<file path="src/rtl/rv_ctrl_pkg.sv">
// Shared encodings for the multicycle RV32I control unit: FSM states, opcodes, datapath selects
// and helpers for immediate-type and branch-condition decode.
package rv_ctrl_pkg;

    typedef logic [3:0] state_t;

    localparam state_t st_fetch    = 4'd0;
    localparam state_t st_decode   = 4'd1;
    localparam state_t st_memadr   = 4'd2;
    localparam state_t st_memread  = 4'd3;
    localparam state_t st_memwb    = 4'd4;
    localparam state_t st_memwrite = 4'd5;
    localparam state_t st_execr    = 4'd6;
    localparam state_t st_execi    = 4'd7;
    localparam state_t st_utype    = 4'd8;
    localparam state_t st_jalradr  = 4'd9;
    localparam state_t st_jump     = 4'd10;
    localparam state_t st_aluwb    = 4'd11;
    localparam state_t st_branch   = 4'd12;
    localparam state_t st_halt     = 4'd13;

    localparam logic [6:0] op_load   = 7'b0000011;
    localparam logic [6:0] op_store  = 7'b0100011;
    localparam logic [6:0] op_r      = 7'b0110011;
    localparam logic [6:0] op_i      = 7'b0010011;
    localparam logic [6:0] op_branch = 7'b1100011;
    localparam logic [6:0] op_jal    = 7'b1101111;
    localparam logic [6:0] op_jalr   = 7'b1100111;
    localparam logic [6:0] op_lui    = 7'b0110111;
    localparam logic [6:0] op_auipc  = 7'b0010111;

    localparam logic [1:0] aluop_add   = 2'b00;
    localparam logic [1:0] aluop_sub   = 2'b01;
    localparam logic [1:0] aluop_funct = 2'b10;

    localparam logic [3:0] alu_add  = 4'b0000;
    localparam logic [3:0] alu_sub  = 4'b0001;
    localparam logic [3:0] alu_and  = 4'b0010;
    localparam logic [3:0] alu_or   = 4'b0011;
    localparam logic [3:0] alu_xor  = 4'b0100;
    localparam logic [3:0] alu_slt  = 4'b0101;
    localparam logic [3:0] alu_sltu = 4'b0110;
    localparam logic [3:0] alu_sll  = 4'b0111;
    localparam logic [3:0] alu_srl  = 4'b1000;
    localparam logic [3:0] alu_sra  = 4'b1001;

    localparam logic [2:0] se_none  = 3'b000;
    localparam logic [2:0] se_i     = 3'b001;
    localparam logic [2:0] se_s     = 3'b010;
    localparam logic [2:0] se_b     = 3'b011;
    localparam logic [2:0] se_u     = 3'b100;
    localparam logic [2:0] se_j     = 3'b101;
    localparam logic [2:0] se_ishft = 3'b110;

    localparam logic [1:0] rs_aluout    = 2'b00;
    localparam logic [1:0] rs_data      = 2'b01;
    localparam logic [1:0] rs_aluresult = 2'b10;

    localparam logic [1:0] sa_pc    = 2'b00;
    localparam logic [1:0] sa_oldpc = 2'b01;
    localparam logic [1:0] sa_rs1   = 2'b10;
    localparam logic [1:0] sa_zero  = 2'b11;

    localparam logic [1:0] sb_rs2  = 2'b00;
    localparam logic [1:0] sb_imm  = 2'b01;
    localparam logic [1:0] sb_four = 2'b10;

    function automatic logic [2:0] src_ext_of(input logic [6:0] op, input logic [2:0] funct3);
        logic [2:0] se;
        se = se_none;
        case (op)
            op_i:              se = (funct3[1:0] == 2'b01) ? se_ishft : se_i;
            op_load, op_jalr:  se = se_i;
            op_store:          se = se_s;
            op_branch:         se = se_b;
            op_lui, op_auipc:  se = se_u;
            op_jal:            se = se_j;
            default:           se = se_none;
        endcase
        return se;
    endfunction

    function automatic logic branch_taken(input logic [2:0] funct3, input logic zero,
                                          input logic lt, input logic ltu);
        logic taken;
        taken = 1'b0;
        case (funct3)
            3'b000:  taken = zero;
            3'b001:  taken = !zero;
            3'b100:  taken = lt;
            3'b101:  taken = !lt;
            3'b110:  taken = ltu;
            3'b111:  taken = !ltu;
            default: taken = 1'b0;
        endcase
        return taken;
    endfunction

endpackage

</file>
<file path="src/rtl/multicycle_control_fsm_if.sv">
// Control bundle between the multicycle control FSM (master) and the datapath (slave).
interface multicycle_control_fsm_if;
    logic [6:0] Op;
    logic [2:0] Funct3;
    logic       Funct7b5;
    logic       Zero;
    logic       Lt;
    logic       Ltu;
    logic       MemReady;
    logic       PCWrite;
    logic       AdrSrc;
    logic       MemWrite;
    logic       IRWrite;
    logic       RegWrite;
    logic [1:0] ResultSrc;
    logic [1:0] ALUSrcA;
    logic [1:0] ALUSrcB;
    logic [3:0] ALUControl;
    logic [2:0] SrcExt;
    logic       IllegalInstr;

    modport master (
        input  Op, Funct3, Funct7b5, Zero, Lt, Ltu, MemReady,
        output PCWrite, AdrSrc, MemWrite, IRWrite, RegWrite, ResultSrc, ALUSrcA, ALUSrcB,
               ALUControl, SrcExt, IllegalInstr
    );

    modport slave (
        output Op, Funct3, Funct7b5, Zero, Lt, Ltu, MemReady,
        input  PCWrite, AdrSrc, MemWrite, IRWrite, RegWrite, ResultSrc, ALUSrcA, ALUSrcB,
               ALUControl, SrcExt, IllegalInstr
    );
endinterface

</file>
<file path="src/rtl/alu_decoder.sv">
// Maps the FSM's ALUOp plus instruction funct fields to the ALU operation code.
module alu_decoder
    import rv_ctrl_pkg::*;
(
    input  logic [1:0] ALUOp,
    input  logic [2:0] Funct3,
    input  logic       Funct7b5,
    input  logic       Op5,
    output logic [3:0] ALUControl
);

    always_comb begin
        ALUControl = alu_add;
        unique case (ALUOp)
            aluop_add: ALUControl = alu_add;
            aluop_sub: ALUControl = alu_sub;
            aluop_funct: begin
                unique case (Funct3)
                    // Bit 30 of an I-type word is immediate data, so only R-type may select sub.
                    3'b000: ALUControl = (Op5 && Funct7b5) ? alu_sub : alu_add;
                    3'b001: ALUControl = alu_sll;
                    3'b010: ALUControl = alu_slt;
                    3'b011: ALUControl = alu_sltu;
                    3'b100: ALUControl = alu_xor;
                    3'b101: ALUControl = Funct7b5 ? alu_sra : alu_srl;
                    3'b110: ALUControl = alu_or;
                    3'b111: ALUControl = alu_and;
                    default: ALUControl = alu_add;
                endcase
            end
            default: ALUControl = alu_add;
        endcase
    end

endmodule

</file>
<file path="src/rtl/multicycle_control_fsm.sv">
// Multicycle RV32I main control FSM. Optional macro RV_ILLEGAL_TRAP_EN sends illegal
// instructions to a HALT state left only by reset; otherwise they retire as a 2-cycle NOP.
module multicycle_control_fsm
    import rv_ctrl_pkg::*;
(
    input  logic                     clk,
    input  logic                     reset,
    multicycle_control_fsm_if.master ctrl
);

    state_t     state_q, state_d, illegal_dest;
    logic [1:0] alu_op;
    logic       pcwrite_raw, memwrite_raw, irwrite_raw, regwrite_raw;

`ifdef RV_ILLEGAL_TRAP_EN
    assign illegal_dest      = st_halt;
    assign ctrl.IllegalInstr = (state_q == st_halt);
`else
    assign illegal_dest      = st_fetch;
    assign ctrl.IllegalInstr = 1'b0;
`endif

    always_ff @(posedge clk) begin
        if (reset) state_q <= st_fetch;
        else       state_q <= state_d;
    end

    always_comb begin
        state_d = state_q;
        case (state_q)
            st_fetch:    if (ctrl.MemReady) state_d = st_decode;
            st_decode: begin
                case (ctrl.Op)
                    op_load, op_store: state_d = st_memadr;
                    op_r:              state_d = st_execr;
                    op_i:              state_d = st_execi;
                    op_branch:         state_d = (ctrl.Funct3[2:1] == 2'b01) ? illegal_dest
                                                                             : st_branch;
                    op_jal:            state_d = st_jump;
                    op_jalr:           state_d = (ctrl.Funct3 == 3'b000) ? st_jalradr
                                                                         : illegal_dest;
                    op_lui, op_auipc:  state_d = st_utype;
                    default:           state_d = illegal_dest;
                endcase
            end
            st_memadr:   state_d = ctrl.Op[5] ? st_memwrite : st_memread;
            st_memread:  if (ctrl.MemReady) state_d = st_memwb;
            st_memwb:    state_d = st_fetch;
            st_memwrite: if (ctrl.MemReady) state_d = st_fetch;
            st_execr:    state_d = st_aluwb;
            st_execi:    state_d = st_aluwb;
            st_utype:    state_d = st_aluwb;
            st_jalradr:  state_d = st_jump;
            st_jump:     state_d = st_aluwb;
            st_aluwb:    state_d = st_fetch;
            st_branch:   state_d = st_fetch;
            st_halt:     state_d = st_halt;
            default:     state_d = st_fetch;
        endcase
    end

    always_comb begin
        pcwrite_raw    = 1'b0;
        memwrite_raw   = 1'b0;
        irwrite_raw    = 1'b0;
        regwrite_raw   = 1'b0;
        ctrl.AdrSrc    = 1'b0;
        ctrl.ResultSrc = rs_aluout;
        ctrl.ALUSrcA   = sa_pc;
        ctrl.ALUSrcB   = sb_rs2;
        alu_op         = aluop_add;
        case (state_q)
            st_fetch: begin
                ctrl.ALUSrcB   = sb_four;
                ctrl.ResultSrc = rs_aluresult;
                irwrite_raw    = ctrl.MemReady;
                pcwrite_raw    = ctrl.MemReady;
            end
            st_decode: begin
                ctrl.ALUSrcA = sa_oldpc;
                ctrl.ALUSrcB = sb_imm;
            end
            st_memadr, st_jalradr: begin
                ctrl.ALUSrcA = sa_rs1;
                ctrl.ALUSrcB = sb_imm;
            end
            st_memread:  ctrl.AdrSrc = 1'b1;
            st_memwb: begin
                ctrl.ResultSrc = rs_data;
                regwrite_raw   = 1'b1;
            end
            st_memwrite: begin
                ctrl.AdrSrc  = 1'b1;
                memwrite_raw = 1'b1;
            end
            st_execr: begin
                ctrl.ALUSrcA = sa_rs1;
                alu_op       = aluop_funct;
            end
            st_execi: begin
                ctrl.ALUSrcA = sa_rs1;
                ctrl.ALUSrcB = sb_imm;
                alu_op       = aluop_funct;
            end
            st_utype: begin
                ctrl.ALUSrcA = ctrl.Op[5] ? sa_zero : sa_oldpc;
                ctrl.ALUSrcB = sb_imm;
            end
            // PC loads the target held in ALUOut while ALUOut captures OldPC+4 for the link.
            st_jump: begin
                ctrl.ALUSrcA = sa_oldpc;
                ctrl.ALUSrcB = sb_four;
                pcwrite_raw  = 1'b1;
            end
            st_aluwb:    regwrite_raw = 1'b1;
            st_branch: begin
                ctrl.ALUSrcA = sa_rs1;
                alu_op       = aluop_sub;
                pcwrite_raw  = branch_taken(ctrl.Funct3, ctrl.Zero, ctrl.Lt, ctrl.Ltu);
            end
            default: ;
        endcase
    end

    // Write strobes are suppressed combinationally so a reset cycle can never commit state.
    assign ctrl.PCWrite  = pcwrite_raw  && !reset;
    assign ctrl.MemWrite = memwrite_raw && !reset;
    assign ctrl.IRWrite  = irwrite_raw  && !reset;
    assign ctrl.RegWrite = regwrite_raw && !reset;

    assign ctrl.SrcExt = (state_q == st_fetch) ? se_none : src_ext_of(ctrl.Op, ctrl.Funct3);

    alu_decoder u_alu_decoder (
        .ALUOp      (alu_op),
        .Funct3     (ctrl.Funct3),
        .Funct7b5   (ctrl.Funct7b5),
        .Op5        (ctrl.Op[5]),
        .ALUControl (ctrl.ALUControl)
    );

endmodule
</file>
<file path="src/flat_wrapper.sv">
// flat-port wrapper written by rule: the top's interface ports become plain ports
module multicycle_control_fsm_flat import rv_ctrl_pkg::*;
  (clk, reset, ctrl_Op, ctrl_Funct3, ctrl_Funct7b5, ctrl_Zero, ctrl_Lt, ctrl_Ltu, ctrl_MemReady, ctrl_PCWrite, ctrl_AdrSrc, ctrl_MemWrite, ctrl_IRWrite, ctrl_RegWrite, ctrl_ResultSrc, ctrl_ALUSrcA, ctrl_ALUSrcB, ctrl_ALUControl, ctrl_SrcExt, ctrl_IllegalInstr);
  multicycle_control_fsm_if ctrl_i ();
  input  logic clk;
  input  logic reset;
  input wire logic [$bits(ctrl_i.Op)-1:0] ctrl_Op;
  input wire logic [$bits(ctrl_i.Funct3)-1:0] ctrl_Funct3;
  input wire logic [$bits(ctrl_i.Funct7b5)-1:0] ctrl_Funct7b5;
  input wire logic [$bits(ctrl_i.Zero)-1:0] ctrl_Zero;
  input wire logic [$bits(ctrl_i.Lt)-1:0] ctrl_Lt;
  input wire logic [$bits(ctrl_i.Ltu)-1:0] ctrl_Ltu;
  input wire logic [$bits(ctrl_i.MemReady)-1:0] ctrl_MemReady;
  output wire logic [$bits(ctrl_i.PCWrite)-1:0] ctrl_PCWrite;
  output wire logic [$bits(ctrl_i.AdrSrc)-1:0] ctrl_AdrSrc;
  output wire logic [$bits(ctrl_i.MemWrite)-1:0] ctrl_MemWrite;
  output wire logic [$bits(ctrl_i.IRWrite)-1:0] ctrl_IRWrite;
  output wire logic [$bits(ctrl_i.RegWrite)-1:0] ctrl_RegWrite;
  output wire logic [$bits(ctrl_i.ResultSrc)-1:0] ctrl_ResultSrc;
  output wire logic [$bits(ctrl_i.ALUSrcA)-1:0] ctrl_ALUSrcA;
  output wire logic [$bits(ctrl_i.ALUSrcB)-1:0] ctrl_ALUSrcB;
  output wire logic [$bits(ctrl_i.ALUControl)-1:0] ctrl_ALUControl;
  output wire logic [$bits(ctrl_i.SrcExt)-1:0] ctrl_SrcExt;
  output wire logic [$bits(ctrl_i.IllegalInstr)-1:0] ctrl_IllegalInstr;
  assign ctrl_i.Op = ctrl_Op;
  assign ctrl_i.Funct3 = ctrl_Funct3;
  assign ctrl_i.Funct7b5 = ctrl_Funct7b5;
  assign ctrl_i.Zero = ctrl_Zero;
  assign ctrl_i.Lt = ctrl_Lt;
  assign ctrl_i.Ltu = ctrl_Ltu;
  assign ctrl_i.MemReady = ctrl_MemReady;
  assign ctrl_PCWrite = ctrl_i.PCWrite;
  assign ctrl_AdrSrc = ctrl_i.AdrSrc;
  assign ctrl_MemWrite = ctrl_i.MemWrite;
  assign ctrl_IRWrite = ctrl_i.IRWrite;
  assign ctrl_RegWrite = ctrl_i.RegWrite;
  assign ctrl_ResultSrc = ctrl_i.ResultSrc;
  assign ctrl_ALUSrcA = ctrl_i.ALUSrcA;
  assign ctrl_ALUSrcB = ctrl_i.ALUSrcB;
  assign ctrl_ALUControl = ctrl_i.ALUControl;
  assign ctrl_SrcExt = ctrl_i.SrcExt;
  assign ctrl_IllegalInstr = ctrl_i.IllegalInstr;
  multicycle_control_fsm u_core (.clk(clk), .reset(reset), .ctrl(ctrl_i));
endmodule
</file>
<file path="config.mk">
export PLATFORM = sky130hd
export DESIGN_NAME = multicycle_control_fsm_flat
export DESIGN_NICKNAME = d
export VERILOG_FILES = /design/src/rtl/rv_ctrl_pkg.sv /design/src/rtl/multicycle_control_fsm_if.sv /design/src/rtl/alu_decoder.sv /design/src/rtl/multicycle_control_fsm.sv /design/src/flat_wrapper.sv
export SDC_FILE = /design/constraint.sdc
export NUM_CORES = 1
export LEC_CHECK = 0
export CORE_UTILIZATION = 26
export DETAILED_ROUTE_END_ITERATION = 16
export PLACE_DENSITY = 0.49
export SLEW_MARGIN = 20
export SYNTH_ARGS = -nofsm -noshare
export SYNTH_HDL_FRONTEND = slang
export SYNTH_SLANG_ARGS = --single-unit
</file>
<file path="constraint.sdc">
create_clock -name clk -period 4.8 [get_ports clk]
set_clock_uncertainty 0.2 [all_clocks]
set_input_delay 0.96 -clock clk [delete_from_list [all_inputs] [get_ports clk]]
set_output_delay 0.96 -clock clk [all_outputs]
set_load 0.02 [all_outputs]
</file>
=== Yosys cells after proc, flatten, opt, wreduce, memory -nomap -nowiden ===
Index checks and enable logic that the tools add are counted.

* Equality and inequality tests: 36
* Mux-type cells: 26
* Reductions and logical operators: 23

{| class="wikitable"
|+ Operators with widths
! operator !! count
|-
| one-hot mux 4 bit (8 select lines) || 2
|-
| one-hot mux 4 bit (7 select lines) || 1
|-
| equality test 4 bit (second input constant) || 6
|-
| equality test 7 x 6 -> 1 bit (second input constant) || 3
|-
| equality test 7 bit (second input constant) || 3
|-
| 2-to-1 mux 4 bit || 5
|-
| one-hot mux 3 bit (6 select lines) || 1
|-
| equality test 4 x 3 -> 1 bit (second input constant) || 4
|-
| OR reduction 2 bit || 8
|-
| equality test 7 x 5 -> 1 bit (second input constant) || 2
|-
| equality test 3 bit (second input constant) || 4
|-
| one-hot mux 2 bit (2 select lines) || 3
|-
| OR reduction 5 bit || 2
|-
| 2-to-1 mux 3 bit || 3
|-
| equality test 4 x 2 -> 1 bit (second input constant) || 2
|-
| one-hot mux 4 bit (2 select lines) || 1
|-
| equality test 7 x 2 -> 1 bit (second input constant) || 1
|-
| equality test 2 x 1 -> 1 bit (second input constant) || 3
|-
| equality test 3 x 2 -> 1 bit (second input constant) || 2
|-
| 2-to-1 mux 1 bit || 6
|-
| != test 2 bit (second input constant) || 3
|-
| one-hot mux 1 bit (6 select lines) || 1
|-
| one-hot mux 2 bit (3 select lines) || 1
|-
| logical AND 1 bit || 5
|-
| other kinds (10) || 13
|}

* Bits in registers: 4
* Input bits: 17
* Output and inout bits: 19
* Logic and storage cells: 86

=== Logic depth before layout (Yosys ltp) ===
* Depth after elaboration: 5
* Depth in mapped cells: 7
* Gate-level depth less buffers: 6

=== Modules after synthesis ===
A second synthesis with hierarchy kept.

* Cell total of the unflattened synthesis: 144
* Area, all modules: 972.2 um2

{| class="wikitable"
|+ Modules (own cells, without submodules)
! module !! instances !! cells an instance !! area each (um2) !! seq. area each (um2)
|-
| multicycle_control_fsm || 1 || 125 || 845.8 || 80.1
|-
| alu_decoder || 1 || 19 || 126.4 || 0.0
|}

=== Worst setup path before layout ===
No wires, ideal clock.

* Path kind: input to output
* From: input port ctrl_Op[5]
* To: output port ctrl_SrcExt[1]
* Data arrival time: 2.157 ns
* Required time: 3.640 ns
* Path slack: 1.483 ns
* Cell stages on the path: 5
* Buffers on the path: 1
* Cells stage by stage: buf_4 -> or2_2 -> nor4_1 -> nand2_1 -> a21oi_1

* Word-level cells in the longest chain between the ends: 4
* Elaborated cells between the ends (all ways): 12
* Those cells by class: eq/ne (8); mux (2); reduce/logical (2)

{| class="wikitable"
|+ RTL lines
! what !! line !! source
|-
| start, declared || flat_wrapper.sv:7 || <nowiki>input wire logic [$bits(ctrl_i.Op)-1:0] ctrl_Op;</nowiki>
|-
| equality test 7 x 6 -> 1 bit, or another cell as far along || rv_ctrl_pkg.sv:71 || <nowiki>case (op)</nowiki>
|-
| OR reduction 2 bit || rv_ctrl_pkg.sv:71 ||
|-
| one-hot mux 3 bit (6 select lines) (*) || rv_ctrl_pkg.sv:71 ||
|-
| 2-to-1 mux 3 bit (*) || multicycle_control_fsm.sv:131 || <nowiki>assign ctrl.SrcExt = (state_q == st_fetch) ? se_none : src_ext_of(ctrl.Op, ctrl.Funct3);</nowiki>
|-
| end, declared || flat_wrapper.sv:23 || <nowiki>output wire logic [$bits(ctrl_i.SrcExt)-1:0] ctrl_SrcExt;</nowiki>
|}

Mark *: on every way between the ends. The rest lies on a longest branch, timed or not.

=== Worst setup path in the final report ===
* From: input port ctrl_Op[2]
* To: output port ctrl_SrcExt[0]

The elaborated chain is that of the path after synthesis.

==> results.md <==
- Status: complete, no violations
- Die Wd: 61.6 um
- Post-CTS setup buffers: 0
- Die Ht: slightly above 60 um
- Buffers on Ports: 34
- Grt ovf: 0
- Diodes inserted: 0
- Setup_tns: 0 ps
- Starting Density: between 20% and 30%
- 1st-pass router iterations: 4
- Num CTS Buffers: 3
- Total design power: about 150 uW
- Dominant cell type by area after synthesis: dfxtp_1
- Largest net degree at the start of global routing: 21
- Pins Over Slew Limit: 0
- Biggest register: u_core.state_q
- DRC: 0
- Post-route cell area: 1280 sq um
- Crit path max fanout: 11
- Post-place setup slack: roughly 510 ps
- First-pass GRT wire length: roughly 4600 um
- Max IR drop VDD: between 40 and 50 uV
- Worst hold stages: 2
- Die Area: around 3800 sq um
- Sink Count: 4
- Number of synthesized register bits: 4
- Hold_ws: 674 ps
- CTS tree: built
- Critical Path RT: 3640 ps
- I/O pin cnt: 36
- Placed Area: approximately 1300 sq um
- Worst R2R Path Depth: 4
- Clk pin slew, worst setup/hold paths: around 40 ps
- RSZ-0062 raised after global routing: false
- CP Capture Type: primary output
- Vias in the first global route: between 1000 and 1500
- Via/cell ratio: approximately 5.2
- Area Overhead vs Synth: 38.2%
- Placed wire-length estimate: 2080 um
- Fin cells: approximately 220
- DP Cell Count: between 200 and 250
- Initial antenna violation count: 0
- GPL Wtd Cong: between 0.8 and 0.9
- Leading cell types in the layout, fill and taps excluded: clkdlybuf4s50_1, nor2_1, a21oi_1
- Core area: between 3000 and 4000 sq um
- Synth unique cells: 42
- Cells after Synth: about 150
- Tcrit/Tclk final: between 90% and 100%
- Kind of critical path: in -> out
- CTS H-tree lvls: 1
- Initial drt markers: 48
- Top cell type's share of synthesized area: 8.66%
- GR Util All Layers: around 16%
- Crit path time final: 4350 ps
- Top flop regs: u_core.state_q (4)
- CTS Buffer Depth: 2
- Total leakage power: 0.436 nW
- Final net count: 190
- Post-CTS Hold Fix Bufs: 0
- Final ANT Viol Nets: 0
- Post-CTS Resized: 0
- Syn Nets: ~160
- Final Worst Setup Slack: 452 ps
- Drt wl/cell: 13.0 um
- Max_cap viols: 0
- Yosys Warn Count: 0
- Slew HR: a little over half
- Mapped cell area: between 900 and 1000 sq um
- Commonest non-fill, non-tap cell in the layout: clkdlybuf4s50_1
- Setup-failing EPs final: 0
- CP startpoint kind: input pin
- Core Rows: 21
- Worst min-delay path category: reg -> reg
- Hold Vio Cnt, Final: 0
- PD cells: 115 nW/um^2
- Max Fclk: ~230 MHz
- Vias: ~1100
- Max reg flops: 4
- Share of layout cells above drive strength 1: 5.92%
- Register area share after synthesis: 8.66%
- Worst Tran Pin Value: 716 ps
- CTS Root Cell: clkbuf_4
- Leading post-synthesis cells by cell area: dfxtp_1, a21oi_1, o21ai_0
- Clock Latency Late Sink: between 200 and 250 ps
- Final design utilization: 38.0%
- WL final: ~2800 um
- CP arrival: ~3200 ps
- Post-synthesis average cell area: between 6 and 7 sq um
==> layout make-up <==
cell class	instances	area (sq um)
fillers	392	2090
multi-input cells	121	747
repair buffers	35	348
flip-flops and latches	4	80.1
well taps	46	57.6
clock buffers	3	22.5
inverters	6	22.5
==> where the power goes <==
group | leakage [nW] | switching, mW | total (mW) | internal (mW)
Clock | 0.0138 | 0.0147 | 0.0427 | 0.0280
Sequential | 0.0325 | 0.00385 | 0.0381 | 0.0342
Combinational | 0.390 | 0.0343 | 0.0666 | 0.0323
==> synthesized netlist by cell type, drive strengths merged <==
master    n
clkbuf    7
or2       3
xnor2     2
o2111ai   2
nand3b    1
nor3      3
o31a      1
inv       6
or3       2
a221oi    4
and3      3
o21ai    13
dfxtp     4
o21bai    1
a21oi    15
nor2b     8
ha        2
buf       7
and2      1
a2111o    1
conb      1
o221ai    2
xor2      1
nor2     17
a21boi    1
o31ai     1
mux2i     3
nand3     2
nand2b    5
and3b     2
o22ai     4
a41oi     1
nand2    11
nor4      6
a31oi     2
==> final timing paths <==
kind | endpoint | slack [ps] | from
worst max-delay path | ctrl_SrcExt[0] | 450 | ctrl_Op[2]
worst min-delay path | u_core.state_q[0] | 670 | u_core.state_q[3]
worst max register to register | u_core.state_q[3] | 2750 | u_core.state_q[0]
worst min register to register | u_core.state_q[0] | 670 | u_core.state_q[3]
==> worst max-delay path: stages <==
cell             delay, ps
clkdlybuf4s50_1        590
or2_2                  400
a21oi_1                250
o21ai_0                210
a21oi_1                160
clkdlybuf4s50_1        620
==> routing by layer <==
| layer | part of all wire, % | vias to the layer above | track usage [%] |
|---|---|---|---|
| li1 | - | 572 | - |
| met1 | 46 | 517 | 21.7 |
| met2 | 50 | 39 | 26.4 |
| met3 | 3.7 | 0 | 0.630 |
| met4 | 0 | 0 | 3.81 |
| met5 | 0 | - | 0 |
==> logic make-up after synthesis <==
| kind of cell | Yosys count | share of synthesized area (%) |
|---|---|---|
| mux | 3 | 3.25 |
| buf+inv | 20 | 10.6 |
| simple gates | 64 | 38.6 |
| fa+ha+maj | 2 | 2.71 |
| other cells | 1 | 0.406 |
| flops | 4 | 8.66 |
| compound gates | 48 | 33.0 |
| xor+xnor | 3 | 2.84 |
Power figures use the tool's default switching activity.
